## src/rtl/ws2812_frame_tx_pkg.sv

```systemverilog
// Shared game definitions: GRB colour constants, WS2812 timing defaults and
// the frame transmitter state encoding.
package game_pkg;

   // Colours are packed {G,R,B}, matching the strip's wire order.
   localparam logic [23:0] OFF    = 24'h000000;
   localparam logic [23:0] RED    = 24'h00FF00;
   localparam logic [23:0] ORANGE = 24'h66FF00;
   localparam logic [23:0] GREEN  = 24'hFF0000;
   localparam logic [23:0] CYAN   = 24'hFF00FF;
   localparam logic [23:0] BLUE   = 24'h0000FF;
   localparam logic [23:0] VIOLET = 24'h0080FF;

   // Timing in 50 MHz clock cycles.
   localparam int unsigned DEF_T0H    = 20;
   localparam int unsigned DEF_T1H    = 40;
   localparam int unsigned DEF_TBIT   = 62;
   localparam int unsigned DEF_TLATCH = 3000;

   typedef enum logic [1:0] {
      IDLE  = 2'd0,
      SEND  = 2'd1,
      LATCH = 2'd2
   } tx_state_e;

endpackage

```

## src/rtl/ws2812_frame_tx_if.sv

```systemverilog
// GRBSeq frame handshake between the game engine (master) and the strip
// transmitter (slave).
interface ws2812_frame_tx_if #(
   parameter int unsigned FW = 120
) ();
   logic [FW-1:0] GRBSeq;
   logic          Start;
   logic          Busy;
   logic          Done;
   logic          DataOut;

   modport master (output GRBSeq, output Start,
                   input  Busy,   input  Done, input DataOut);
   modport slave  (input  GRBSeq, input  Start,
                   output Busy,   output Done, output DataOut);
endinterface

```

## src/rtl/ws2812_frame_tx_bit_cell.sv

```systemverilog
// One WS2812 bit cell: TBIT-cycle counter, registered high/low waveform and
// an end-of-cell pulse. A start pulse on the last cycle chains the next cell.
module ws2812_bit_cell #(
   parameter int unsigned T0H  = 20,
   parameter int unsigned T1H  = 40,
   parameter int unsigned TBIT = 62
) (
   input  logic clk,
   input  logic reset,
   input  logic start,
   input  logic bit_val,
   output logic line,
   output logic cell_end
);
   localparam int unsigned CW = $clog2(TBIT);

   logic [CW-1:0] cnt;
   logic [CW-1:0] thr;
   logic          running;

   always_comb begin
      thr = bit_val ? CW'(T1H) : CW'(T0H);
   end

   assign cell_end = running && (cnt == CW'(TBIT - 1));

   always_ff @(posedge clk) begin
      if (reset) begin
         cnt     <= '0;
         running <= 1'b0;
         line    <= 1'b0;
      end else begin
         line <= running && (cnt < thr);
         if (start) begin
            cnt     <= '0;
            running <= 1'b1;
         end else if (cell_end) begin
            cnt     <= '0;
            running <= 1'b0;
         end else if (running) begin
            cnt <= cnt + 1'b1;
         end
      end
   end

endmodule

```

## src/rtl/ws2812_frame_tx.sv

```systemverilog
// WS2812 frame transmitter: captures a packed GRB frame, sends it MSB-first
// as NRZ bit cells, then holds the line low for the latch gap and pulses Done.
module ws2812_frame_tx
   import game_pkg::*;
#(
   parameter int unsigned NUM_LEDS = 5,
   parameter int unsigned T0H      = DEF_T0H,
   parameter int unsigned T1H      = DEF_T1H,
   parameter int unsigned TBIT     = DEF_TBIT,
   parameter int unsigned TLATCH   = DEF_TLATCH
) (
   input  logic              clk,
   input  logic              reset,
   ws2812_frame_tx_if.slave  bus
);
   localparam int unsigned FW = 24 * NUM_LEDS;
   localparam int unsigned IW = $clog2(FW);
   localparam int unsigned LW = $clog2(TLATCH);

   tx_state_e     state, state_nxt;
   logic [FW-1:0] shadow;
   logic [IW-1:0] bit_idx;
   logic [LW-1:0] latch_cnt;
   logic          busy_q, busy_nxt;
   logic          done_q, done_nxt;
   logic          load, idx_dec, cell_start;
   logic          cell_end, line_q, bit_val, latch_end;

   assign bit_val   = shadow[bit_idx];
   assign latch_end = (latch_cnt == LW'(TLATCH - 1));

   ws2812_bit_cell #(
      .T0H  (T0H),
      .T1H  (T1H),
      .TBIT (TBIT)
   ) u_cell (
      .clk      (clk),
      .reset    (reset),
      .start    (cell_start),
      .bit_val  (bit_val),
      .line     (line_q),
      .cell_end (cell_end)
   );

   always_ff @(posedge clk) begin
      if (reset) begin
         state     <= IDLE;
         shadow    <= '0;
         bit_idx   <= '0;
         latch_cnt <= '0;
         busy_q    <= 1'b0;
         done_q    <= 1'b0;
      end else begin
         state  <= state_nxt;
         busy_q <= busy_nxt;
         done_q <= done_nxt;
         if (load) begin
            shadow  <= bus.GRBSeq;
            bit_idx <= IW'(FW - 1);
         end else if (idx_dec) begin
            bit_idx <= bit_idx - 1'b1;
         end
         latch_cnt <= (state == LATCH && !latch_end) ? latch_cnt + 1'b1 : '0;
      end
   end

   // The next cell is started on the same edge the current one ends, so cells
   // abut with no idle cycle and SEND lasts exactly FW*TBIT cycles.
   always_comb begin
      state_nxt  = state;
      busy_nxt   = 1'b0;
      done_nxt   = 1'b0;
      load       = 1'b0;
      idx_dec    = 1'b0;
      cell_start = 1'b0;
      unique case (state)
         IDLE: begin
            if (bus.Start) begin
               load       = 1'b1;
               cell_start = 1'b1;
               busy_nxt   = 1'b1;
               state_nxt  = SEND;
            end
         end
         SEND: begin
            busy_nxt = 1'b1;
            if (cell_end) begin
               if (bit_idx == '0) begin
                  state_nxt = LATCH;
               end else begin
                  idx_dec    = 1'b1;
                  cell_start = 1'b1;
               end
            end
         end
         LATCH: begin
            busy_nxt = 1'b1;
            if (latch_end) begin
               busy_nxt  = 1'b0;
               done_nxt  = 1'b1;
               state_nxt = IDLE;
            end
         end
         default: state_nxt = IDLE;
      endcase
   end

   assign bus.Busy    = busy_q;
   assign bus.Done    = done_q;
   assign bus.DataOut = line_q;

endmodule

```

## src/flat_wrapper.sv

```systemverilog
// flat-port wrapper written by rule: the top's interface ports become plain ports
module ws2812_frame_tx_flat import game_pkg::*;
#(
   parameter int unsigned NUM_LEDS = 5,
   parameter int unsigned T0H      = DEF_T0H,
   parameter int unsigned T1H      = DEF_T1H,
   parameter int unsigned TBIT     = DEF_TBIT,
   parameter int unsigned TLATCH   = DEF_TLATCH
)
  (clk, reset, bus_GRBSeq, bus_Start, bus_Busy, bus_Done, bus_DataOut);
  ws2812_frame_tx_if #(.FW((24 * NUM_LEDS))) bus_i ();
  input  logic clk;
  input  logic reset;
  input wire logic [$bits(bus_i.GRBSeq)-1:0] bus_GRBSeq;
  input wire logic [$bits(bus_i.Start)-1:0] bus_Start;
  output wire logic [$bits(bus_i.Busy)-1:0] bus_Busy;
  output wire logic [$bits(bus_i.Done)-1:0] bus_Done;
  output wire logic [$bits(bus_i.DataOut)-1:0] bus_DataOut;
  assign bus_i.GRBSeq = bus_GRBSeq;
  assign bus_i.Start = bus_Start;
  assign bus_Busy = bus_i.Busy;
  assign bus_Done = bus_i.Done;
  assign bus_DataOut = bus_i.DataOut;
  ws2812_frame_tx #(.NUM_LEDS(NUM_LEDS), .T0H(T0H), .T1H(T1H), .TBIT(TBIT), .TLATCH(TLATCH)) u_core (.clk(clk), .reset(reset), .bus(bus_i));
endmodule
```

## config.mk

```make
export PLATFORM = sky130hd
export DESIGN_NAME = ws2812_frame_tx_flat
export DESIGN_NICKNAME = d
export VERILOG_FILES = /design/src/rtl/ws2812_frame_tx_pkg.sv /design/src/rtl/ws2812_frame_tx_if.sv /design/src/rtl/ws2812_frame_tx_bit_cell.sv /design/src/rtl/ws2812_frame_tx.sv /design/src/flat_wrapper.sv
export SDC_FILE = /design/constraint.sdc
export NUM_CORES = 1
export LEC_CHECK = 0
export CORE_ASPECT_RATIO = 1.75
export CORE_MARGIN = 2
export CORE_UTILIZATION = 50
export CTS_CLUSTER_DIAMETER = 120
export DETAILED_ROUTE_END_ITERATION = 12
export PLACE_DENSITY = 0.77
export SKIP_CTS_REPAIR_TIMING = 1
export SLEW_MARGIN = 25
export SYNTH_ARGS = -nofsm -noshare
export SYNTH_HDL_FRONTEND = slang
export SYNTH_HIERARCHICAL = 1
export SYNTH_SLANG_ARGS = --single-unit
```

## constraint.sdc

```tcl
create_clock -name clk -period 4 [get_ports clk]
set_input_delay 0.6 -clock clk [delete_from_list [all_inputs] [get_ports clk]]
set_output_delay 0.6 -clock clk [all_outputs]
set_load 0.005 [all_outputs]
```

==> impl_metrics.tcl, run 1 <==
set metrics [dict create \
    skew_ns 0.00465 \
    synth_nets 907 \
    via_count 5697 \
    powerDensity_nw_per_um2 452 \
    hold_viol_final 0 \
    rrSetupSlack_ns 0.83 \
    seqPwrFrac_pct 43.4 \
    intPower_mw 2.92 \
    wire_per_inst_um 15.8 \
    clock_path_buffers 2 \
    tns_ns 0 \
    cts-root-buf "clkbuf_16" \
    hp-start "u_core/latch_cnt[0]" \
    p_leak_nw 3.12 \
    power_frac_comb_pct 12.5 \
    busiest_layer "met2" \
    synth_area_leaders "dfxtp_1, nand2_1, a21oi_1, mux4_2, clkbuf_1" \
    die_w_um 90.6 \
    post-dp-hpwl_um 11200 \
    syn_inst 776 \
    clk_latency_ns 0.41 \
    firstDrtPassIters 5 \
    peakVddDrop_uv 299 \
    p_switching_mw 0.912 \
    slew_headroom_pct 36.7 \
    cts.htree.levels 4 \
    async_flop_share_pct 0 \
    yosysMostFrequentCell "nand2_1" \
    grtUsageMet3_pct 4.54 \
    outcome "finished, final reports clean" \
    synth_edf_count 0 \
    syn_to_final_growth_pct 29.1 \
    ys_ff_latch 151 \
    avgSynthCellArea_um2 8.46 \
    place.port_buffers 125 \
    r2r_cells 10 \
    gp_congestion 0.799 \
    synth.top_cell.area_share_pct 46.1 \
    ys_seq_area_share_pct 46.1 \
    drt_iter0_drc 351 \
    ant_nets 0 \
    antenna_cells 0 \
    grt_use_met2_pct 45.6 \
    power.share.clock_pct 44.2 \
    end_kind "flop" \
    dieArea_um2 14100 \
    yosys_most_used_dff "dfxtp_1" \
    drv_cap 0 \
    finalMaxSlewViolations 0 \
    die_h_um 156 \
    yosysWarningCount 6 \
    nets 1002 \
    hold_depth 1 \
    layout-drive-gt1-share_pct 8.72 \
    boundaryPins 126 \
    r2r-end "u_core/u_cell/line" \
    met1_usage_pct 24.4 \
    cts_tree "built" \
    start_util_pct 51.0 \
    netlist_area_um2 6560 \
    rows 55 \
    drc_errors 0 \
    wirelength_um 16700 \
    synth_common_cells "nand2_1, dfxtp_1, a21oi_1" \
    grt_pass1_vias 5658 \
    path_clk_slew_ns 0.06 \
    vias_per_cell 5.41 \
    grt_antenna_before_repair 0 \
    grt_pass1_wl_um 26500 \
    r2r-start "u_core/bit_idx[0]" \
    rsz0062_at_grt "false" \
    crit_path_max_fanout 27 \
    placedCellCount 1023 \
    clock-sinks 151 \
    switching_share_pct 23.8 \
    hp-class "reg -> reg" \
    grt.total_usage_pct 23.7 \
    fin_crit_ns 3.17 \
    arrival_ns 3.47 \
    whs_ns 0.440 \
    post-route-period-util_pct 79.1 \
    yosysTopAreaCell "dfxtp_1" \
    coreArea_um2 12900 \
    start_kind "flop" \
    setup_viol 0 \
    yosys.cell_types.count 55 \
    grt_overflow 0 \
    grt_max_degree 99 \
    worstHoldEndpoint "u_core/latch_cnt[0]" \
    clock.fmax_ghz 0.316 \
    fin_cells 1054 \
    critPathRequiredTime_ns 4.31 \
    worst-setup-path-type "reg -> reg" \
    cts_buffers 17 \
    worst_slew_pin_slew_ns 0.949 \
]
[cell usage in the layout (no fill, tap or decap), types with 2 or more instances in the layout]
| master | Yosys | layout |
|---|---|---|
| nor3_1 | 4 | 4 |
| o21ai_1 | 2 | 2 |
| mux2_1 | 6 | 6 |
| clkinv_2 | 0 | 2 |
| and3_1 | 9 | 9 |
| nand2_1 | 253 | 252 |
| nor2b_1 | 3 | 3 |
| mux4_2 | 22 | 22 |
| ha_1 | 8 | 8 |
| a32oi_1 | 3 | 3 |
| dfxtp_1 | 151 | 150 |
| a221o_1 | 4 | 4 |
| xnor2_1 | 8 | 8 |
| clkdlybuf4s50_1 | 0 | 124 |
| o211ai_1 | 2 | 2 |
| a21oi_1 | 133 | 133 |
| bufinv_16 | 0 | 4 |
| mux2_2 | 6 | 6 |
| o21ai_0 | 6 | 6 |
| buf_4 | 6 | 9 |
| nand3_2 | 2 | 2 |
| nand2b_1 | 4 | 4 |
| inv_1 | 3 | 3 |
| a31oi_1 | 2 | 2 |
| clkbuf_16 | 0 | 17 |
| nor2_1 | 28 | 28 |
| xor2_1 | 11 | 11 |
| clkbuf_8 | 0 | 2 |
| mux2i_1 | 8 | 8 |
| clkinv_4 | 0 | 3 |
| nand4_1 | 4 | 4 |
| nand3_1 | 12 | 12 |
[power groups by stage]
| stage | combinational [mW] | sequential [mW] | clock, mW |
|---|---|---|---|
| after global placement | 0.467 | 1.69 | 0 |
| after detailed placement | 0.475 | 1.69 | 0 |
| after CTS | 0.480 | 1.66 | 1.71 |
| after floorplan | 0.309 | 1.65 | 0 |
| final | 0.478 | 1.66 | 1.69 |
| after global routing | 0.526 | 1.67 | 1.77 |
[layer usage]
metal	vias up	share of wire, %	routed length, um
met4	0	3.3	545
met1	2663	36	6030
met2	172	57	9520
li1	2823	-	-
met3	39	3.5	582
met5	-	0	0
[critical path, cell delays in order, from the launching register on]
cell      delay (ns)
dfxtp_2         0.78
clkinv_1        0.39
mux2_2          0.33
a21boi_1        0.06
a221o_1         0.37
a32oi_1         0.30
inv_1           0.11
ha_1            0.31
o21ai_0         0.08
a21oi_1         0.08
nor4b_1         0.26
[area by class of cell]
| class | instances | area (um^2) |
|---|---|---|
| flip-flops and latches | 151 | 3020 |
| repair buffers | 133 | 1310 |
| fillers | 1100 | 4400 |
| multi-input cells | 563 | 3270 |
| inverters | 5 | 18.8 |
| well taps | 171 | 214 |
| clock inverters | 11 | 173 |
| clock buffers | 20 | 457 |
[cell families after synthesis]
logic type                 synth area share, %
buffers and inverters                     4.20
xor gates and xnor gates                  2.54
and+or+nand+nor                           21.0
AOI/OAI and AO/OA                         13.9
DFF                                       46.1
adders and majority gates                 1.53
muxes                                     10.8
[sequential cells by signal, indices dropped and copies added (netlist names)]
signal and count:
u_core/shadow 120, u_core/latch_cnt 12, u_core/bit_idx 7, u_core/u_cell/cnt 6, u_core/state 2, u_core/bus.Busy 1, u_core/bus.Done 1, u_core/u_cell/line 1
u_core/u_cell/running 1
[worst max path at each step]
stage / startpoint / end / slack [ns] / cells past startpoint
after global placement: u_core/bit_idx[0] / u_core/u_cell/line / 0.91 / 10
after floorplan: u_core/bit_idx[0] / u_core/u_cell/line / 1.53 / 12
after CTS: u_core/bit_idx[0] / u_core/u_cell/line / 0.80 / 10
after detailed placement: u_core/bit_idx[0] / u_core/u_cell/line / 0.83 / 10
final: u_core/bit_idx[0] / u_core/u_cell/line / 0.83 / 10
after global routing: u_core/bit_idx[0] / u_core/u_cell/line / 0.51 / 10
[per-stage QoR]
step                area [um^2]  setup slack [ns]  utilization, %  total power, mW
floorplan                  6560              1.53               -             1.96
global placement           7840             0.914            60.9             2.16
detailed placement         7840             0.829            60.9             2.17
CTS                        8470             0.795            65.8             3.85
global route               8470             0.507            65.8             3.97
finish                     8470             0.834            65.8             3.83
No activity file was read; power rests on OpenSTA's default activity.
==> run 2: changes to the inputs <==
--- a/config.mk
+++ b/config.mk
@@ -7,10 +7,10 @@
 export LEC_CHECK = 0
 export CORE_ASPECT_RATIO = 1.75
 export CORE_MARGIN = 2
-export CORE_UTILIZATION = 50
+export CORE_UTILIZATION = 47
 export CTS_CLUSTER_DIAMETER = 120
 export DETAILED_ROUTE_END_ITERATION = 12
-export PLACE_DENSITY = 0.77
+export PLACE_DENSITY = 0.76
 export SKIP_CTS_REPAIR_TIMING = 1
 export SLEW_MARGIN = 25
 export SYNTH_ARGS = -nofsm -noshare
==> constraint.sdc (replaced) <==
create_clock -name clk -period 2.9 [get_ports clk]
set_input_delay 0.435 -clock clk [delete_from_list [all_inputs] [get_ports clk]]
set_output_delay 0.435 -clock clk [all_outputs]
set_load 0.005 [all_outputs]
==> impl_metrics.tcl, run 2 (synthesized netlist as in run 1, its figures left out) <==
set metrics [dict create \
    setup.worst_path.start "u_core/bit_idx[1]" \
    fin_crit_ns 2.70 \
    setup_slack_ns 0.200 \
    ff_latch_area_um2 3030 \
    critPathRequiredTime_ns 3.23 \
    hold_viol_final 0 \
    nets 1006 \
    p_leak_nw 3.16 \
    critPathTopFamily "multiplexers" \
    end_kind "flop" \
    worst_slew_pin_slew_ns 0.579 \
    place.port_buffers 125 \
    gp_congestion 0.793 \
    final_common_cell "nand2_1" \
    hold_depth 2 \
    via_count 5745 \
    vias_per_cell 5.40 \
    coreArea_um2 13800 \
    grt_antenna_before_repair 0 \
    worst-setup-path-type "reg -> reg" \
    slew_headroom_pct 61.3 \
    arrival_ns 3.03 \
    slowest_stage "mux4_2" \
    layout-drive-gt1-share_pct 9.47 \
    die_w_um 93.3 \
    setup_viol 0 \
    multi_input_area_um2 3280 \
    boundaryPins 126 \
    hp-start "u_core/shadow[116]" \
    hp-class "reg -> reg" \
    fillers 1160 \
    grt_pass1_wl_um 27000 \
    grt_overflow 0 \
    final_cell_mix "nand2_1, dfxtp_1, a21oi_1, clkdlybuf4s50_1, nor2_1" \
    cp.depth 10 \
    fin_cells 1064 \
    postLayoutCoreUtil_pct 62.2 \
    dieArea_um2 15000 \
    cp.buffers_inverters 1 \
    dp_slack_ns 0.145 \
    placedCellCount 1033 \
    cts_buffers 17 \
    clock.fmax_ghz 0.370 \
    skew_ns 0.00648 \
    start_kind "flop" \
    critPathMaxStageDelay_ns 0.53 \
    crit_path_max_fanout 19 \
    clk_latency_ns 0.42 \
    grt.total_usage_pct 23.0 \
    wire_per_inst_um 16.0 \
    worstPathCellList "buf_12, mux4_2, mux2_2, a21boi_1, a221o_1, a32oi_1, ha_1, o21ai_0, a21oi_1, nor4b_2" \
    clock_path_buffers 2 \
    grt_max_degree 75 \
    powerDensity_nw_per_um2 618 \
    r2r_cells 10 \
    cts-root-buf "clkbuf_16" \
    drv_cap 0 \
    drc_errors 0 \
    path_clk_slew_ns 0.06 \
    top_register "u_core/shadow" \
    wirelength_um 17000 \
    largest_reg_flops 120 \
    peakVddDrop_uv 446 \
    cts.htree.levels 4 \
    rsz0062_at_grt "false" \
    post-route-period-util_pct 93.1 \
    r2r-start "u_core/bit_idx[1]" \
    firstDrtPassIters 7 \
    syn_to_final_growth_pct 30.4 \
    drt_iter0_drc 379 \
    start_util_pct 47.7 \
    tns_ns 0 \
    grt_pass1_vias 5709 \
    antenna_cells 0 \
    top_regs "u_core/shadow (120), u_core/latch_cnt (12), u_core/bit_idx (7)" \
    die_h_um 160 \
    outcome "finished, final reports clean" \
    rows 57 \
    clock-sinks 151 \
    ant_nets 0 \
    cts_tree "built" \
    post-dp-hpwl_um 11900 \
    finalMaxSlewViolations 0 \
]
[run 2: cell types whose count changed in the layout (fill, tap and decap cells not counted), sizes merged]
cell and change:
buf +4, inv +1, clkbuf -1
[run 2: per-layer routing]
| metal | part of all wire, % | GRT usage, % | routed length (um) | up-vias |
|---|---|---|---|---|
| met5 | 0 | 0 | 0 | - |
| met4 | 4.0 | 10.9 | 683 | 0 |
| met3 | 3.3 | 3.99 | 560 | 46 |
| met2 | 56 | 43.2 | 9530 | 154 |
| met1 | 37 | 24.2 | 6260 | 2705 |
| li1 | - | - | - | 2840 |
[run 2: final cells by class]
type / count / share of cell area, %
Timing Repair Buffer: 137 / 16.2
Clock inverter: 12 / 2.05
Inverter: 5 / 0.263
Multi-Input combinational cell: 563 / 38.3
Clock buffer: 19 / 5.18
Sequential cell: 151 / 35.4
Tap cell: 177 / 2.59
[run 2: worst paths after layout]
check	to	slack (ns)
max reg2reg	u_core/u_cell/line	0.20
min reg2reg	u_core/shadow[116]	0.45
min	u_core/shadow[116]	0.45
max	u_core/u_cell/line	0.20
[run 2: worst register-to-register path, stage by stage (launching register included)]
cell	delay [ns]
dfxtp_1	0.37
buf_12	0.18
mux4_2	0.54
mux2_2	0.31
a21boi_1	0.16
a221o_1	0.18
a32oi_1	0.14
ha_1	0.33
o21ai_0	0.14
a21oi_1	0.07
nor4b_2	0.20
[run 2: through the flow]
step	hold WS [ns]	instance area, um^2	power, mW
after floorplan	0.413	6560	2.71
after global placement	0.432	7930	3.00
after detailed placement	0.441	7930	3.01
after CTS	0.454	8550	5.31
after global routing	0.470	8560	5.47
final	0.453	8560	5.29
[run 2: power by group]
part	leakage [nW]	internal (mW)	switching [mW]
Combinational	1.61	0.361	0.328
Sequential	1.24	2.20	0.0938
Clock	0.307	1.46	0.849
Total	3.16	4.02	1.27
==> run 3: changes to the inputs <==
--- a/config.mk
+++ b/config.mk
@@ -5,7 +5,6 @@
 export SDC_FILE = /design/constraint.sdc
 export NUM_CORES = 1
 export LEC_CHECK = 0
-export CORE_ASPECT_RATIO = 1.75
 export CORE_MARGIN = 2
 export CORE_UTILIZATION = 47
 export CTS_CLUSTER_DIAMETER = 120
==> impl_metrics.tcl, run 3 (synthesized netlist as in run 1, its figures left out) <==
set metrics [dict create \
    coreArea_um2 13800 \
    die_w_um 122 \
    boundaryPins 126 \
    switching_share_pct 22.4 \
    antenna_cells 0 \
    drv_cap 0 \
    r2r_cells 11 \
    place.port_buffers 125 \
    ant_nets 0 \
    cts_buffers 17 \
    fin_crit_ns 2.73 \
    skew_ns 0.00411 \
    via_count 5632 \
    hold_depth 1 \
    fin_cells 1068 \
    wire_per_inst_um 14.7 \
    cts_tree "built" \
    seqPwrFrac_pct 41.8 \
    rows 43 \
    end_kind "flop" \
    crit_path_max_fanout 15 \
    nets 1007 \
    cts.htree.levels 4 \
    clk_latency_ns 0.42 \
    die_h_um 122 \
    power_frac_comb_pct 12.6 \
    fillers 1175 \
    worstPathCellList "buf_12, mux4_2, mux2i_1, mux2_2, a221o_1, a32oi_2, inv_1, ha_1, o21ai_0, a21oi_1, nor4b_1" \
    clock.fmax_ghz 0.366 \
    drc_errors 0 \
    final_cell_mix "nand2_1, dfxtp_1, a21oi_1, clkdlybuf4s50_1, nor2_1" \
    critPathRequiredTime_ns 3.21 \
    clock_path_buffers 2 \
    p_switching_mw 1.22 \
    cp.buffers_inverters 2 \
    path_clk_slew_ns 0.06 \
    grt.total_usage_pct 21.7 \
    powerDensity_nw_per_um2 632 \
    hp-class "reg -> reg" \
    p_leak_nw 3.18 \
    grt_max_degree 71 \
    grt_pass1_vias 5297 \
    layout-drive-gt1-share_pct 9.12 \
    rsz0062_at_grt "false" \
    top_register "u_core/shadow" \
    outcome "finished, final reports clean" \
    cts-root-buf "clkbuf_16" \
    start_kind "flop" \
    firstDrtPassIters 5 \
    arrival_ns 3.04 \
    setup_slack_ns 0.170 \
    hold_viol_final 0 \
    dp_slack_ns 0.0921 \
    finalMaxSlewViolations 0 \
    critPathTopFamily "compound AO/OA/AOI/OAI gates" \
    dieArea_um2 14900 \
    critPathMaxStageDelay_ns 0.40 \
    gp_congestion 0.799 \
    setup_viol 0 \
    intPower_mw 4.24 \
    peakVddDrop_uv 450 \
    placedCellCount 1037 \
    tns_ns 0 \
    worst-setup-path-type "reg -> reg" \
    syn_to_final_growth_pct 31.5 \
    post-dp-hpwl_um 10800 \
    multi_input_area_um2 3280 \
    top_regs "u_core/shadow (120), u_core/latch_cnt (12), u_core/bit_idx (7)" \
    worst_slew_pin_slew_ns 0.715 \
    cp.depth 11 \
    grt_pass1_wl_um 25500 \
    largest_reg_flops 120 \
    wirelength_um 15700 \
    post-route-period-util_pct 94.1 \
    final_common_cell "nand2_1" \
    ff_latch_area_um2 3030 \
    start_util_pct 47.6 \
    drt_iter0_drc 502 \
    clock-sinks 151 \
    grt_overflow 0 \
    slowest_stage "dfxtp_4" \
    power.share.clock_pct 45.6 \
    vias_per_cell 5.27 \
    slew_headroom_pct 52.4 \
    grt_antenna_before_repair 0 \
]
run 3: per-layer routing:
metal	wire length (um)	part of all wire, %	vias up	global-route usage [%]
met5	0	0	-	0
met4	285	1.8	0	7.47
met3	763	4.9	26	5.24
met2	7690	49	144	35.1
met1	6940	44	2622	28.5
li1	-	-	2840	-
run 3: final timing paths:
path | startpoint | to | slack, ns
setup / recovery | u_core/bit_idx[0] | u_core/u_cell/line | 0.17
hold / removal | u_core/latch_cnt[0] | u_core/latch_cnt[0] | 0.44
setup reg to reg | u_core/bit_idx[0] | u_core/u_cell/line | 0.17
hold reg to reg | u_core/latch_cnt[0] | u_core/latch_cnt[0] | 0.44
run 3: power groups by stage:
stage	Sequential [mW]	Combinational, mW	Clock [mW]
6_report	2.28	0.687	2.49
5_1_grt	2.29	0.758	2.60
4_1_cts	2.28	0.687	2.52
3_5_place_dp	2.32	0.682	0
3_3_place_gp	2.32	0.670	0
2_1_floorplan	2.28	0.426	0
run 3: cell type report:
cell class | instances | area share (%)
multi-input combinational | 563 | 38.0
timing repair buffer | 138 | 16.3
sequential | 151 | 35.1
tap | 180 | 2.61
clock inverter | 8 | 2.23
clock buffer | 23 | 5.54
inverter | 5 | 0.217
run 3: per-stage QoR:
| step | hold slack [ns] | total power, mW | area [um^2] | util, % |
|---|---|---|---|---|
| 6_report | 0.442 | 5.45 | 8630 | 62.7 |
| 3_3_place_gp | 0.430 | 2.99 | 7950 | 57.7 |
| 4_1_cts | 0.443 | 5.48 | 8620 | 62.6 |
| 5_1_grt | 0.462 | 5.66 | 8630 | 62.7 |
| 3_5_place_dp | 0.432 | 3.01 | 7950 | 57.7 |
| 2_1_floorplan | 0.413 | 2.71 | 6560 | - |
